===== config.mk =====
export PLATFORM = sky130hd
export DESIGN_NAME = pipe_latch_skid
export DESIGN_NICKNAME = d
export VERILOG_FILES = /design/src/rtl/pipe_latch_skid.sv
export SDC_FILE = /design/constraint.sdc
export NUM_CORES = 1
export LEC_CHECK = 0
export ABC_AREA = 0
export CAP_MARGIN = 20
export CORE_MARGIN = 10
export CORE_UTILIZATION = 28
export CTS_CLUSTER_DIAMETER = 200
export DETAILED_ROUTE_END_ITERATION = 10
export GPL_TIMING_DRIVEN = 1
export PLACE_DENSITY_LB_ADDON = 0.2
export SLEW_MARGIN = 25
export SYNTH_ARGS = -nofsm -noshare
export SYNTH_HDL_FRONTEND = slang
export SYNTH_SLANG_ARGS = --single-unit

===== constraint.sdc =====
create_clock -name CLK -period 1.3 [get_ports CLK]
set_input_delay 0.13 -clock CLK [delete_from_list [all_inputs] [get_ports CLK]]
set_output_delay 0.13 -clock CLK [all_outputs]
set_load 0.01 [all_outputs]

===== src/rtl/pipe_latch_skid.sv =====
// Pipeline latch with optional two-entry skid buffer and flush-to-bubble.
// Define PIPE_LATCH_SKID_EN for the registered-ready skid variant.
module pipe_latch_skid #(
    parameter int unsigned       DATA_W     = 32,
    parameter logic [DATA_W-1:0] BUBBLE_VAL = '0
) (
    input  logic              CLK,
    input  logic              nRST,
    input  logic              en,
    input  logic              flush,
    input  logic              in_valid,
    input  logic [DATA_W-1:0] in_data,
    output logic              in_ready,
    output logic              out_valid,
    output logic [DATA_W-1:0] out_data,
    input  logic              out_ready,
    output logic [1:0]        count
);

    logic push;
    logic pop;

    assign push = in_valid & in_ready & en & ~flush;
    assign pop  = out_valid & out_ready & en & ~flush;

`ifdef PIPE_LATCH_SKID_EN

    typedef enum logic [1:0] {
        S_EMPTY = 2'd0,
        S_ONE   = 2'd1,
        S_TWO   = 2'd2
    } state_e;

    state_e            state_q;
    state_e            state_d;
    logic              in_ready_q;
    logic              in_ready_d;
    logic [DATA_W-1:0] main_q;
    logic [DATA_W-1:0] main_d;
    logic [DATA_W-1:0] skid_q;
    logic [DATA_W-1:0] skid_d;

    always_ff @(posedge CLK or negedge nRST) begin
        if (!nRST) begin
            state_q    <= S_EMPTY;
            in_ready_q <= 1'b1;
        end else begin
            state_q    <= state_d;
            in_ready_q <= in_ready_d;
        end
    end

    always_comb begin
        state_d = state_q;
        if (flush) begin
            state_d = S_EMPTY;
        end else begin
            unique case (state_q)
                S_EMPTY: if (push) state_d = S_ONE;
                S_ONE: begin
                    if (push && !pop)      state_d = S_TWO;
                    else if (pop && !push) state_d = S_EMPTY;
                end
                S_TWO:   if (pop) state_d = S_ONE;
                default: state_d = S_EMPTY;
            endcase
        end
        // ready is a flop: it looks at the next state, never at out_ready
        in_ready_d = (state_d != S_TWO);
    end

    always_comb begin
        out_valid = (state_q != S_EMPTY);
        in_ready  = in_ready_q;
        count     = state_q;
        out_data  = main_q;
    end

    always_ff @(posedge CLK or negedge nRST) begin
        if (!nRST) begin
            main_q <= BUBBLE_VAL;
            skid_q <= BUBBLE_VAL;
        end else begin
            main_q <= main_d;
            skid_q <= skid_d;
        end
    end

    // main is restored to the bubble whenever it empties
    always_comb begin
        main_d = main_q;
        skid_d = skid_q;
        if (flush) begin
            main_d = BUBBLE_VAL;
            skid_d = BUBBLE_VAL;
        end else begin
            unique case (state_q)
                S_EMPTY: if (push) main_d = in_data;
                S_ONE: begin
                    if (push && pop) main_d = in_data;
                    else if (push)   skid_d = in_data;
                    else if (pop)    main_d = BUBBLE_VAL;
                end
                S_TWO: begin
                    if (pop) begin
                        main_d = skid_q;
                        skid_d = BUBBLE_VAL;
                    end
                end
                default: begin
                    main_d = BUBBLE_VAL;
                    skid_d = BUBBLE_VAL;
                end
            endcase
        end
    end

`else

    logic              valid_q;
    logic              valid_d;
    logic [DATA_W-1:0] main_q;
    logic [DATA_W-1:0] main_d;

    always_ff @(posedge CLK or negedge nRST) begin
        if (!nRST) begin
            valid_q <= 1'b0;
            main_q  <= BUBBLE_VAL;
        end else begin
            valid_q <= valid_d;
            main_q  <= main_d;
        end
    end

    always_comb begin
        valid_d = valid_q;
        main_d  = main_q;
        if (flush) begin
            valid_d = 1'b0;
            main_d  = BUBBLE_VAL;
        end else if (push) begin
            valid_d = 1'b1;
            main_d  = in_data;
        end else if (pop) begin
            valid_d = 1'b0;
            main_d  = BUBBLE_VAL;
        end
    end

    always_comb begin
        out_valid = valid_q;
        in_ready  = ~valid_q | out_ready;
        count     = {1'b0, valid_q};
        out_data  = main_q;
    end

`endif

endmodule


==> flow_summary.ini <==
[global_routing]
first_global_vias = 1137
antenna_found_initial = 0
grt_max_degree = 34
grt_remaining_overflow = 0
track_usage_pct = 10.2
grt_pass1_wl_um = 6070

[cts]
cts_tree = built
clkTransAtPathRegs_ns = 0.07
cts_buffer_depth = 2
cts_buffers = 5
clockRootBuffer = clkbuf_8
clk_latency_ns = 0.28
ctsHoldBuffers = 0
postCtsSetupBuffers = 0
cts-htree-levels = 2
clock_sinks = 33

[routing]
wl_per_cell_um = 17.2
drt-initial-drc-count = 46
finalWirelength_um = 3660
routed_via_density = 4.62
dr_wl_met2_um = 1540
ant_nets = 0
dr.pass1.iters = 3
highest_layer = met4
met1Wirelength_um = 1690
drc = 0
via_count = 983
met3_length_um = 399

[timing]
setup_viol = 27
fmaxAchievable_mhz = 748
hold_ws_ns = 0.215
fin_skew_ns = 0.00377
final_hold_viol_count = 0
setup_ws_ns = -0.0372
grt_setup_unrepaired = true
drv_slew = 0
final.min_clock_period_ns = 1.34
period_share_pct = 103

[critical_path]
cp_data_required_time_ns = 1.51
endpoint_kind = flop
arrival_ns = 1.55
critPathLaunchType = flop
cpMaxStageDelayCell = dfrtp_2
critPathKind = reg -> reg
cp_max_fo = 23
path_cells = mux2_4 -> a21oi_4 -> buf_12 -> a22o_1
cpPeakStageDelay_ns = 0.43

[yosys]
syn_nets = 120
yosys-top-cells-area = dfrtp_1, a22o_1, buf_4, buf_6, a21oi_4
mappedNetlistArea_um2 = 1250
seq_area_frac_synth_pct = 66.2
avgSynthCellArea_um2 = 15.2
synthSimpleGateAreaFrac_pct = 2.41
ys_ff_latch = 33
synth.largest_area_cell = dfrtp_1
ys_types = 11
synth_top_area_share_pct = 66.2
synth_xor_area_share_pct = 0
synth_top_family_by_area = compound AO/OA/AOI/OAI gates
synthAdderAreaFrac_pct = 0
synth_compound_area_share_pct = 24.2
synth_mux_area_share_pct = 1.20
netlist_instances = 82
synth-warning-count = 0

[outcome]
status = finished with violations
violations = negative setup slack

[placed_design]
globalplace.congestion = 0.709
io_buffers = 72
hpwlAfterDp_um = 2740
placed_cells = 204

[floorplan]
die_h_um = 86.7
io_pins = 74
start_util_pct = 28.8
num_rows = 24
die_w_um = 86.7
die_area_um2 = 7520
core-area_um2 = 4320

[layout]
nets = 198
drive_above_1_share_pct = 11.8
final_common_cell = clkdlybuf4s50_1
areaGrowthSynthToFinish_pct = 69.9
fillers = 385
layout_common_cells = clkdlybuf4s50_1, dlygate4sd2_1, a22o_1, dfrtp_1, clkbuf_8
antenna_cells = 0
layoutNonFillerInstCount = 213

[pwr]
leakage_nw = 1.09
irDropWorstVdd_v = 0.000504
p_per_area_nw_per_um2 = 1090

[min_path]
min_path_type = in -> async

[flow_run]
cap_violations = 0
sequential cells by signal (all words and copies together), names as in the netlist:
register / flops
out_data: 32
out_valid: 1
final timing paths:
check	startpoint	endpoint	slack, ns	cells past startpoint
min in group CLK	in_data[12]	out_data[12]$_DFFE_PN0P_	0.45	2
setup reg to reg	out_valid$_DFFE_PN0P_	out_data[13]$_DFFE_PN0P_	-0.04	4
hold / removal	nRST	out_data[15]$_DFFE_PN0P_	0.21	2
setup / recovery	out_valid$_DFFE_PN0P_	out_data[13]$_DFFE_PN0P_	-0.04	4
hold reg to reg	out_data[20]$_DFFE_PN0P_	out_data[20]$_DFFE_PN0P_	0.50	1
max in group asynchronous	nRST	out_valid$_DFFE_PN0P_	0.90	2
worst max-delay path: cells and delay by family, from the launching register on:
family          cells  cell delay, ns
flops               1            0.43
mux                 1            0.32
compound gates      2            0.33
buf+inv             1            0.18
report_power, final:
part	internal, W	switching (W)
registers	0.00108	0.0000260
logic	0.000219	0.000148
clock network	0.000478	0.000357
total	0.00177	0.000531
through the flow:
stage / cell area [um2] / setup TNS (ns) / worst slack [ns] / util (%) / power [W]
4_1_cts: 2120 / -0.873 / -0.0506 / 49.0 / 0.00235
3_3_place_gp: 2050 / -4.70 / -0.150 / 47.5 / 0.00152
6_report: 2120 / -0.572 / -0.0372 / 49.0 / 0.00230
2_1_floorplan: 1250 / 0 / 0.000475 / - / 0.00125
5_1_grt: 2120 / -2.14 / -0.108 / 49.0 / 0.00243
3_5_place_dp: 2050 / -6.26 / -0.213 / 47.5 / 0.00153
kinds of logic (layout without fill, tap and decap cells):
logic type | Yosys count | count (layout)
AO/OA/AOI/OAI | 34 | 34
buffers and inverters | 8 | 87
flip-flops | 33 | 33
multiplexers | 1 | 1
other | 1 | 1
AND/OR/NAND/NOR | 5 | 5
area by class of cell:
class / instances / area, um2 / area share (%)
repair buffers: 79 / 769 / 36.3
clock buffers: 7 / 96.3 / 4.55
clock inverters: 1 / 5.00 / 0.236
multi-input cells: 41 / 357 / 16.8
flip-flops and latches: 33 / 827 / 39.0
well taps: 52 / 65.1 / 3.07
Yosys cell counts:
master and instances:
buf_6 3, buf_4 5, a21oi_1 1, conb_1 1, nand2_1 3, nor3b_2 1, a22o_1 32, nand2b_1 1
dfrtp_1 33, a21oi_4 1, mux2_4 1
routing by layer:
metal	vias up	track usage [%]
li1	461	-
met5	-	0
met2	47	13.6
met3	2	6.75
met1	473	12.8
met4	0	3.53
timing repair:
item / CTS / global route
gates resized for setup: 35 / 0
endpoints found under the hold margin: 0 / 0
pin swaps: 1 / 4
endpoints found under the setup margin: 67 / 33
cloned: 1 / 0
No activity file was read; power rests on OpenSTA's default activity.
